## config.mk

```make
export PLATFORM = sky130hd
export DESIGN_NAME = uart_rx_flat
export DESIGN_NICKNAME = d
export VERILOG_FILES = /design/src/rtl/uart_pkg.sv /design/src/rtl/uart_rx_if.sv /design/src/rtl/uart_rx_fifo.sv /design/src/rtl/uart_rx.sv /design/src/flat_wrapper.sv
export SDC_FILE = /design/constraint.sdc
export NUM_CORES = 1
export LEC_CHECK = 0
export CAP_MARGIN = 0
export CORE_ASPECT_RATIO = 1.1
export CORE_MARGIN = 1
export CORE_UTILIZATION = 41
export DETAILED_ROUTE_END_ITERATION = 10
export GPL_TIMING_DRIVEN = 0
export MAX_ROUTING_LAYER = met4
export PLACE_DENSITY = 0.55
export SLEW_MARGIN = 20
export SYNTH_ARGS = -nofsm -noshare
export SYNTH_HDL_FRONTEND = slang
export SYNTH_SLANG_ARGS = --single-unit
```

## constraint.sdc

```tcl
create_clock -name clk -period 5.9 [get_ports clk]
set_input_delay 0.59 -clock clk [delete_from_list [all_inputs] [get_ports clk]]
set_output_delay 0.59 -clock clk [all_outputs]
set_load 0.05 [all_outputs]
```

## src/rtl/uart_pkg.sv

```systemverilog
// Shared UART types and constants: deframer state encoding, framing bytes, baud and FIFO sizing.
package uart_pkg;

  typedef enum logic [2:0] {
    IDLE   = 3'd0,
    START  = 3'd1,
    DATA   = 3'd2,
    PARITY = 3'd3,
    STOP   = 3'd4
  } rx_state_e;

  localparam logic [7:0]  SOF              = 8'hAA;
  localparam logic [7:0]  EOF              = 8'hD5;
  localparam logic [15:0] DEFAULT_BAUD_DIV = 16'd68;

  localparam int FIFO_DEPTH   = 16;
  localparam int AFULL_LEVEL  = 14;
  localparam int AEMPTY_LEVEL = 2;

endpackage

```

## src/rtl/uart_rx_if.sv

```systemverilog
// Host read port of the receiver: FWFT byte, level flags, pop strobe and flush.
interface uart_rx_if;

  logic [7:0] data_out;
  logic       buffer_data_present;
  logic       buffer_full;
  logic       buffer_hfull;
  logic       buffer_afull;
  logic       buffer_aempty;
  logic       read_buffer;
  logic       reset_buffer;

  modport master (
    input  data_out, buffer_data_present, buffer_full, buffer_hfull,
           buffer_afull, buffer_aempty,
    output read_buffer, reset_buffer
  );

  modport slave (
    output data_out, buffer_data_present, buffer_full, buffer_hfull,
           buffer_afull, buffer_aempty,
    input  read_buffer, reset_buffer
  );

endinterface

```

## src/rtl/uart_rx_fifo.sv

```systemverilog
// Receive FIFO, first-word-fall-through; output byte and flags are registered from the count (1 clk behind).
// Push when full is dropped unless a pop shares the cycle; pop when empty is ignored; flush wins.
module uart_rx_fifo #(
  parameter int DEPTH        = 16,
  parameter int AFULL_LEVEL  = 14,
  parameter int AEMPTY_LEVEL = 2
) (
  input  logic       clk,
  input  logic       rst_n,
  input  logic       push_i,
  input  logic [7:0] push_dat_i,
  input  logic       pop_i,
  input  logic       flush_i,
  output logic [7:0] data_o,
  output logic       present_o,
  output logic       full_o,
  output logic       hfull_o,
  output logic       afull_o,
  output logic       aempty_o
);

  localparam int AW = $clog2(DEPTH);
  localparam int CW = AW + 1;
  localparam logic [CW-1:0] LVL_FULL   = CW'(DEPTH);
  localparam logic [CW-1:0] LVL_HFULL  = CW'(DEPTH / 2);
  localparam logic [CW-1:0] LVL_AFULL  = CW'(AFULL_LEVEL);
  localparam logic [CW-1:0] LVL_AEMPTY = CW'(AEMPTY_LEVEL);

  logic [7:0]    mem [DEPTH];
  logic [AW-1:0] wr_ptr_q, wr_ptr_d;
  logic [AW-1:0] rd_ptr_q, rd_ptr_d;
  logic [CW-1:0] count_q, count_d;
  logic          do_push, do_pop;

  logic [7:0] data_q;
  logic       present_q, full_q, hfull_q, afull_q, aempty_q;

  assign do_pop  = pop_i && (count_q != '0);
  // A pop in the same cycle frees the slot, so a full FIFO still accepts the push.
  assign do_push = push_i && ((count_q != LVL_FULL) || do_pop);

  always_comb begin
    wr_ptr_d = wr_ptr_q;
    rd_ptr_d = rd_ptr_q;
    count_d  = count_q;
    if (flush_i) begin
      wr_ptr_d = '0;
      rd_ptr_d = '0;
      count_d  = '0;
    end else begin
      if (do_push) wr_ptr_d = wr_ptr_q + AW'(1);
      if (do_pop)  rd_ptr_d = rd_ptr_q + AW'(1);
      count_d = count_q + CW'(do_push) - CW'(do_pop);
    end
  end

  always_ff @(posedge clk) begin
    if (!flush_i && do_push) mem[wr_ptr_q] <= push_dat_i;
  end

  always_ff @(posedge clk or negedge rst_n) begin
    if (!rst_n) begin
      wr_ptr_q  <= '0;
      rd_ptr_q  <= '0;
      count_q   <= '0;
      data_q    <= 8'h00;
      present_q <= 1'b0;
      full_q    <= 1'b0;
      hfull_q   <= 1'b0;
      afull_q   <= 1'b0;
      aempty_q  <= 1'b1;
    end else begin
      wr_ptr_q  <= wr_ptr_d;
      rd_ptr_q  <= rd_ptr_d;
      count_q   <= count_d;
      data_q    <= (count_q != '0) ? mem[rd_ptr_q] : 8'h00;
      present_q <= count_q != '0;
      full_q    <= count_q == LVL_FULL;
      hfull_q   <= count_q >= LVL_HFULL;
      afull_q   <= count_q >= LVL_AFULL;
      aempty_q  <= count_q <= LVL_AEMPTY;
    end
  end

  assign data_o    = data_q;
  assign present_o = present_q;
  assign full_o    = full_q;
  assign hfull_o   = hfull_q;
  assign afull_o   = afull_q;
  assign aempty_o  = aempty_q;

endmodule

```

## src/rtl/uart_rx.sv

```systemverilog
// UART receiver: 16x oversampled deframer feeding a 16-entry FWFT FIFO; byte visible 2 clk after the stop sample.
// Host pops via read_buffer; bytes arriving at a full FIFO or with parity/framing errors are dropped.
module uart_rx
  import uart_pkg::*;
(
  input  logic      clk,
  input  logic      rst_n,
  input  logic      parity_en_i,
  input  logic      msb_first_i,
  input  logic      start_polarity_i,
  input  logic      serial_in_i,
  input  logic      en_16x_baud_i,
  uart_rx_if.slave  host
);

  logic [1:0] sync_q;
  logic       rx;
  rx_state_e  state_q;
  logic [3:0] tick_q;
  logic [2:0] bit_cnt_q;
  logic [7:0] shift_q;
  logic       par_err_q;
  logic       push_q;
  logic [7:0] push_dat_q;

  assign rx = sync_q[1];

  always_ff @(posedge clk or negedge rst_n) begin
    if (!rst_n) sync_q <= 2'b11;
    else        sync_q <= {sync_q[0], serial_in_i};
  end

  always_ff @(posedge clk or negedge rst_n) begin
    if (!rst_n) begin
      state_q    <= IDLE;
      tick_q     <= '0;
      bit_cnt_q  <= '0;
      shift_q    <= '0;
      par_err_q  <= 1'b0;
      push_q     <= 1'b0;
      push_dat_q <= '0;
    end else begin
      push_q <= 1'b0;
      if (en_16x_baud_i) begin
        case (state_q)
          IDLE: begin
            if (rx == start_polarity_i) begin
              state_q <= START;
              tick_q  <= '0;
            end
          end
          START: begin
            tick_q <= tick_q + 4'd1;
            // Mid start bit: a line back at idle was only a glitch.
            if (tick_q == 4'd7) begin
              if (rx == start_polarity_i) begin
                state_q   <= DATA;
                tick_q    <= '0;
                bit_cnt_q <= '0;
                par_err_q <= 1'b0;
              end else begin
                state_q <= IDLE;
              end
            end
          end
          DATA: begin
            tick_q <= tick_q + 4'd1;
            if (tick_q == 4'd15) begin
              shift_q   <= msb_first_i ? {shift_q[6:0], rx} : {rx, shift_q[7:1]};
              bit_cnt_q <= bit_cnt_q + 3'd1;
              if (bit_cnt_q == 3'd7) state_q <= parity_en_i ? PARITY : STOP;
            end
          end
          PARITY: begin
            tick_q <= tick_q + 4'd1;
            if (tick_q == 4'd15) begin
              par_err_q <= (^shift_q) ^ rx;
              state_q   <= STOP;
            end
          end
          STOP: begin
            tick_q <= tick_q + 4'd1;
            if (tick_q == 4'd15) begin
              if ((rx == ~start_polarity_i) && !par_err_q) begin
                push_q     <= 1'b1;
                push_dat_q <= shift_q;
              end
              state_q <= IDLE;
            end
          end
          default: state_q <= IDLE;
        endcase
      end
    end
  end

  uart_rx_fifo #(
    .DEPTH        (FIFO_DEPTH),
    .AFULL_LEVEL  (AFULL_LEVEL),
    .AEMPTY_LEVEL (AEMPTY_LEVEL)
  ) u_fifo (
    .clk        (clk),
    .rst_n      (rst_n),
    .push_i     (push_q),
    .push_dat_i (push_dat_q),
    .pop_i      (host.read_buffer),
    .flush_i    (host.reset_buffer),
    .data_o     (host.data_out),
    .present_o  (host.buffer_data_present),
    .full_o     (host.buffer_full),
    .hfull_o    (host.buffer_hfull),
    .afull_o    (host.buffer_afull),
    .aempty_o   (host.buffer_aempty)
  );

endmodule

```

## src/flat_wrapper.sv

```systemverilog
// flat-port wrapper written by rule: the top's interface ports become plain ports
module uart_rx_flat import uart_pkg::*;
  (clk, rst_n, parity_en_i, msb_first_i, start_polarity_i, serial_in_i, en_16x_baud_i, host_data_out, host_buffer_data_present, host_buffer_full, host_buffer_hfull, host_buffer_afull, host_buffer_aempty, host_read_buffer, host_reset_buffer);
  uart_rx_if host_i ();
  input  logic clk;
  input  logic rst_n;
  input  logic parity_en_i;
  input  logic msb_first_i;
  input  logic start_polarity_i;
  input  logic serial_in_i;
  input  logic en_16x_baud_i;
  output wire logic [$bits(host_i.data_out)-1:0] host_data_out;
  output wire logic [$bits(host_i.buffer_data_present)-1:0] host_buffer_data_present;
  output wire logic [$bits(host_i.buffer_full)-1:0] host_buffer_full;
  output wire logic [$bits(host_i.buffer_hfull)-1:0] host_buffer_hfull;
  output wire logic [$bits(host_i.buffer_afull)-1:0] host_buffer_afull;
  output wire logic [$bits(host_i.buffer_aempty)-1:0] host_buffer_aempty;
  input wire logic [$bits(host_i.read_buffer)-1:0] host_read_buffer;
  input wire logic [$bits(host_i.reset_buffer)-1:0] host_reset_buffer;
  assign host_data_out = host_i.data_out;
  assign host_buffer_data_present = host_i.buffer_data_present;
  assign host_buffer_full = host_i.buffer_full;
  assign host_buffer_hfull = host_i.buffer_hfull;
  assign host_buffer_afull = host_i.buffer_afull;
  assign host_buffer_aempty = host_i.buffer_aempty;
  assign host_i.read_buffer = host_read_buffer;
  assign host_i.reset_buffer = host_reset_buffer;
  uart_rx u_core (.clk(clk), .rst_n(rst_n), .parity_en_i(parity_en_i), .msb_first_i(msb_first_i), .start_polarity_i(start_polarity_i), .serial_in_i(serial_in_i), .en_16x_baud_i(en_16x_baud_i), .host(host_i));
endmodule
```

==> Word-level counts from Yosys, hierarchy flattened <==
Memories as Yosys holds them, arrays and structs flattened.
Index checks and enable logic that the tools add are counted.
{ "word_totals": {"reg_bits": 56, "ram_bits": 128, "inputBits": 9, "output_inout_bits": 13, "word_cells": 103, "mem_count": 1} }
{ "memory_table": {"columns": ["name", "depth", "word_bits", "rd", "rd_ports_with_merged_regs", "wr", "line", "text"], "rows": [
  ["u_core.u_fifo.mem", 16, 8, 1, 0, 1, "uart_rx_fifo.sv:29", "logic [7:0] mem [DEPTH];"]
]} }
{ "classes": {"n_addsub": 6, "order_cmp": 3, "n_eq_ne": 18, "muxes": 34, "n_bitwise": 2, "reduce_logical": 22} }
{ "ops": {"columns": ["cell", "count"], "rows": [
  ["3-bit two-way mux", 10],
  ["4-bit two-way mux", 7],
  ["8-bit two-way mux", 2],
  ["3-bit case mux with 5 select lines", 1],
  ["2-bit by 1-bit inequality test with 1-bit output, second input constant", 7],
  ["4-bit by 1-bit adder with 4-bit output, second input constant", 3],
  ["4-bit case mux with 3 select lines", 1],
  ["5-bit by 4-bit >= comparator with 1-bit output, second input constant", 2],
  ["5-bit AND reduction", 2],
  ["1-bit two-way mux", 9],
  ["2-bit nonzero test", 4],
  ["8-bit parity", 1],
  ["7-bit AND reduction", 1],
  ["3-bit by 2-bit == test with 1-bit output, second input constant", 2],
  ["3-bit == test, second input constant", 2],
  ["3-bit case mux with 2 select lines", 1],
  ["3-bit AND reduction", 2],
  ["5-bit by 1-bit adder with 5-bit output", 1],
  ["5-bit == test, second input constant", 1],
  ["5-bit by 2-bit <= comparator with 1-bit output, second input constant", 1],
  ["5-bit two-way mux", 1],
  ["5-bit inequality test, second input constant", 1],
  ["5-bit nonzero test", 1],
  ["5-bit by 1-bit subtractor with 5-bit output", 1],
  ["other kinds (16)", 21]
]} }

==> Depth between registers and ports, before layout <==
{ "logic_depth": {"ltp_word": 7, "mapped_depth": 14, "ltp_nobuf": 14} }

==> Hierarchy <==
From an unflattened synthesis, not the netlist that was laid out.
{ "unflattened": {"hier_cells": 474, "area_unflattened_um2": 7786.2} }
{ "modules_own_cells": {"columns": ["module", "instances", "cells_each", "area_each_um2", "seq_area_each_um2"], "rows": [
  ["uart_rx_fifo", 1, 324, 6145.9, 4495.6],
  ["uart_rx", 1, 150, 1640.3, 753.2]
]} }

==> Worst setup path after synthesis <==
No wires, ideal clock.
{ "synth_timing": {"kind": "register to register", "from": "reg u_core.u_fifo.count_q[2]", "to": "reg u_core.u_fifo.count_q[4]", "setup_ns": 0.132, "arrival_time_ns": 2.543, "required_time_ns": 5.768, "setup_slack_ns": 3.225, "stages_incl_launch_ff": 15, "path_buffers": 0, "synth_period_minus_slack_ns": 2.675, "path_cell_list": "dfrtp_1 > inv_1 > ha_1 > nor4b_2 > inv_1 > nand2_1 > nand2_1 > nand2_1 > ha_1 > inv_1 > fa_1 > o21bai_1 > a21oi_1 > xnor2_1 > nor2_1"} }
{ "synth_via": {"elab_chain_len": 7, "elab_cells_between_ends": 8, "cone_classes": "2 x add/sub; 1 x eq/ne; 1 x mux; 4 x reduce/logical"} }
{ "synth_rtl": {"columns": ["item", "line", "text"], "rows": [
  ["start: declaration", "uart_rx_fifo.sv:32", "logic [CW-1:0] count_q, count_d;"],
  ["start signal: assignment", "uart_rx_fifo.sv:75", "count_q <= count_d;"],
  ["5-bit nonzero test", "uart_rx_fifo.sv:38", "assign do_pop = pop_i && (count_q != '0);"],
  ["1-bit logical AND", "uart_rx_fifo.sv:38", null],
  ["1-bit logical OR", "uart_rx_fifo.sv:40", "assign do_push = push_i && ((count_q != LVL_FULL) || do_pop);"],
  ["1-bit logical AND", "uart_rx_fifo.sv:40", null],
  ["5-bit by 1-bit adder with 5-bit output", "uart_rx_fifo.sv:53", "count_d = count_q + CW'(do_push) - CW'(do_pop);"],
  ["5-bit by 1-bit subtractor with 5-bit output *", "uart_rx_fifo.sv:53", null],
  ["5-bit two-way mux *", "uart_rx_fifo.sv:46", "if (flush_i) begin"],
  ["named net u_core.u_fifo.count_d[4]", "uart_rx_fifo.sv:32", null]
]} }
Mark *: on every way through the listed nets, which the timed path passes. The rest lies on a longest branch.
A chain may end at the register's enable or synchronous reset.

==> Worst setup path after layout <==
Ends and elaborated chain as after synthesis.

==> flow_summary.yaml <==
status:
  status: "complete, no violations"
yosys:
  synth_nets: 499
  yosysTopAreaCell: "edfxtp_1"
  netlist.area_leader.share: 0.496
  ys_top_cells_by_area: "edfxtp_1 50%, dfrtp_1 17%, mux4_2 9.3%, ha_1 2.9%, a22oi_1 1.5%"
  synth_compound_area_frac: 0.0584
  synthMuxAreaShare: 0.124
  ys_seq_elements: 184
  yosysWarnings: 0
  synth-edff-count: 128
  synthSimpleGateAreaFrac: 0.0578
  avgSynthCellArea_um2: 16.5
  ys.flop_type: "edfxtp_1"
  syn_inst: 471
  synth.yosys.seq_area_share: 0.677
  synth_top_family_by_area: "multiplexers"
  synth_fa_ha_area_frac: 0.0316
  yosys.area_share.xor_xnor: 0.0255
  async_flop_share: 0.304
  netlist_area_um2: 7750
  synth_cell_type_count: 57
power_and_ir_drop:
  leakage_nw: 3.22
  ir_worst_vdd_mv: 0.280
  finalPower_mw: 3.40
  p_per_area_nw_per_um2: 380
place:
  place_hpwl_um: 10000
  port-buffer-count: 17
  place.gp.congestion: 0.881
floorplan:
  core_region_area_um2: 18500
  ios: 22
  fp-row-count: 52
  start_util: 0.420
  die_x_um: 133
  die_h_um: 146
  die_area_um2: 19500
critical_path:
  reg2reg_to: "u_core.u_fifo.count_q[4]$_DFF_PN0_"
  startpoint_type: "register"
  arrival_ns: 3.46
  crit_fanout: 9
  path_class: "register to register"
  r2r_cells: 14
  r2r_setup_slack_ns: 2.72
  worst_path_max_delay_cell: "nor4b_4"
  critical-path-max-stage-delay_ns: 0.59
  endpoint_kind: "register"
  startpoint: "u_core.u_fifo.count_q[2]$_DFF_PN0_"
  cp_cell_sequence: "inv_1, ha_1, nor4b_4, inv_1, nand2_1, nand2_1, nand2_1, ha_1, inv_1, fa_1, o21bai_1, a21oi_1, xnor2_1, nor2_1"
  required_ns: 6.19
  crit_buf_inv: 3
  critPathTopFamily: "simple AND/OR/NAND/NOR gates"
  rr_startpoint: "u_core.u_fifo.count_q[2]$_DFF_PN0_"
layout:
  nFillCells: 1596
  areaGrowthSynthToFinish_pct: 15.2
  nNetsFinal: 540
  drive_gt1_frac: 0.196
  n_antenna_cell: 0
clock_network:
  cts_root_buf: "clkbuf_16"
  worstSkewPairLatency_ns: 0.42
  cts_resized: 0
  hold_buffers: 0
  clock-sinks: 184
  clk_path_buf_depth: 2
  h-tree-depth: 4
  clk_pin_slew_ns: 0.06
  post-cts-setup-buffers: 0
  cts_tree: "done"
  cts_buffers: 17
timing:
  worst_pin_slew_ns: 0.899
  skew_ns: 0.0133
  fin_crit_sh: 0.538
  rsz0062_at_grt: "no"
  hold_viol_final: 0
  fin_tns_setup_ns: 0
  period_minus_slack_ns: 3.18
  setup_viol: 0
  final_max_slew_viol_count: 0
  timing.slew.headroom: 0.398
  fmax_mhz: 315
global_route:
  grt_first_pass_wirelength_um: 23900
  grt.total_usage: 0.172
  antenna_found_initial: 0
  overflow: 0
  grt_max_degree: 38
  grt_pass1_vias: 4116
route:
  wl_um: 15100
  vias_per_cell: 5.26
  first_pass_iters: 4
  routed-via-count: 4039
  routedWlPerCell_um: 19.7
  drc: 0
  drtIter0Drc: 334
  drtAntennaViolNets: 0
run:
  cap_viol_max_count: 0
min_path:
  hp-class: "input port to asynchronous set/reset pin"
## registers in the layout (all words and copies together) (netlist names), 2 cells and up
| register | cells |
|---|---|
| u_core.shift_q | 8 |
| u_core.u_fifo.rd_ptr_q | 4 |
| u_core.push_dat_q | 8 |
| u_core.u_fifo.wr_ptr_q | 4 |
| u_core.sync_q | 2 |
| u_core.bit_cnt_q | 3 |
| u_core.u_fifo.mem | 128 |
| u_core.u_fifo.count_q | 5 |
| u_core.tick_q | 4 |
| u_core.state_q | 3 |
| u_core.u_fifo.data_o | 8 |
## synthesized netlist by cell type, types with 5 or more instances
cell / number
edfxtp_1: 128
dfrtp_1: 53
mux4_2: 32
nor2_1: 23
nand2_1: 22
ha_1: 18
inv_1: 17
a22oi_1: 16
o21ai_0: 15
a21oi_1: 13
xnor2_1: 12
clkbuf_1: 10
mux2i_1: 10
mux2_4: 8
xor2_1: 8
nand3_1: 7
nor4_1: 7
buf_1: 5
buf_2: 5
## routing by layer
layer,vias to the layer above,routed length (um),share of wire,track usage
met5,-,0,0,-
li1,1887,-,-,-
met2,70,7610,0.50,0.274
met1,2067,6800,0.45,0.223
met4,0,228,0.015,0.0517
met3,15,479,0.032,0.0337
## cells by family (layout without fill, tap and decap cells)
logic type                 after synthesis  after routing
xor gates and xnor gates                21             21
muxes                                   52             52
DFF                                    184            184
AOI/OAI and AO/OA                       67             67
and+or+nand+nor                         86             86
buffers and inverters                   42             96
adders and majority gates               19             19
## worst reg2reg max path, cell delays in order, from the launching register on
cell,delay (ns)
dfrtp_1,0.40
inv_1,0.15
ha_1,0.19
nor4b_4,0.59
inv_1,0.25
nand2_1,0.20
nand2_1,0.07
nand2_1,0.07
ha_1,0.16
inv_1,0.06
fa_1,0.40
o21bai_1,0.19
a21oi_1,0.11
xnor2_1,0.15
nor2_1,0.06
## worst max path at each step
stage	end	slack (ns)	cells past startpoint
final	u_core.u_fifo.count_q[4]$_DFF_PN0_	2.72	14
after global placement	u_core.u_fifo.data_o[5]$_DFF_PN0_	2.34	1
after global routing	u_core.u_fifo.count_q[4]$_DFF_PN0_	2.42	14
after detailed placement	u_core.u_fifo.count_q[4]$_DFF_PN0_	2.37	14
after CTS	u_core.u_fifo.count_q[4]$_DFF_PN0_	2.32	14
after floorplan	u_core.u_fifo.count_q[4]$_DFF_PN0_	3.22	14
## area by class of cell
type                            count  area [um^2]  area share
Buffer                             25          134      0.0150
Clock buffer                       24          536      0.0599
Clock inverter                      8         78.8     0.00882
Inverter                           17         63.8     0.00714
Multi-Input combinational cell    245         2350       0.263
Sequential cell                   184         5250       0.588
Tap cell                          243          304      0.0340
Timing Repair Buffer               22          218      0.0244
## where the power goes
group	internal (mW)	switching (mW)	total [mW]
clock network	0.682	0.462	1.14
registers	1.44	0.0530	1.50
logic	0.309	0.445	0.754
total	2.43	0.960	3.40
## placed cells by master (no fill, tap or decap), types with 5 or more instances in the layout
| cell | synthesis | final |
|---|---|---|
| a22oi_1 | 16 | 16 |
| xnor2_1 | 12 | 12 |
| buf_1 | 5 | 5 |
| buf_2 | 5 | 5 |
| o21ai_0 | 15 | 15 |
| nor2_1 | 23 | 23 |
| ha_1 | 18 | 18 |
| clkdlybuf4s50_1 | 0 | 16 |
| mux4_2 | 32 | 32 |
| buf_4 | 1 | 6 |
| mux2i_1 | 10 | 10 |
| inv_1 | 17 | 17 |
| mux2_4 | 8 | 8 |
| dfrtp_1 | 53 | 53 |
| edfxtp_1 | 128 | 128 |
| clkbuf_16 | 0 | 20 |
| a21oi_1 | 13 | 13 |
| xor2_1 | 8 | 8 |
| clkbuf_1 | 10 | 12 |
| nand2_1 | 22 | 22 |
| nand3_1 | 7 | 7 |
## through the flow
stage / util / hold slack, ns / setup slack (ns) / instance area, um^2 / std cells
2_1_floorplan: - / 0.294 / 3.22 / 7750 / 471
3_3_place_gp: 0.445 / 0.346 / 2.34 / 8230 / 731
3_5_place_dp: 0.450 / 0.347 / 2.37 / 8310 / 736
4_1_cts: 0.483 / 0.0344 / 2.32 / 8920 / 768
5_1_grt: 0.483 / 0.0511 / 2.42 / 8930 / 768
6_report: 0.483 / 0.0511 / 2.72 / 8930 / 768
Power figures use the tool's default switching activity.
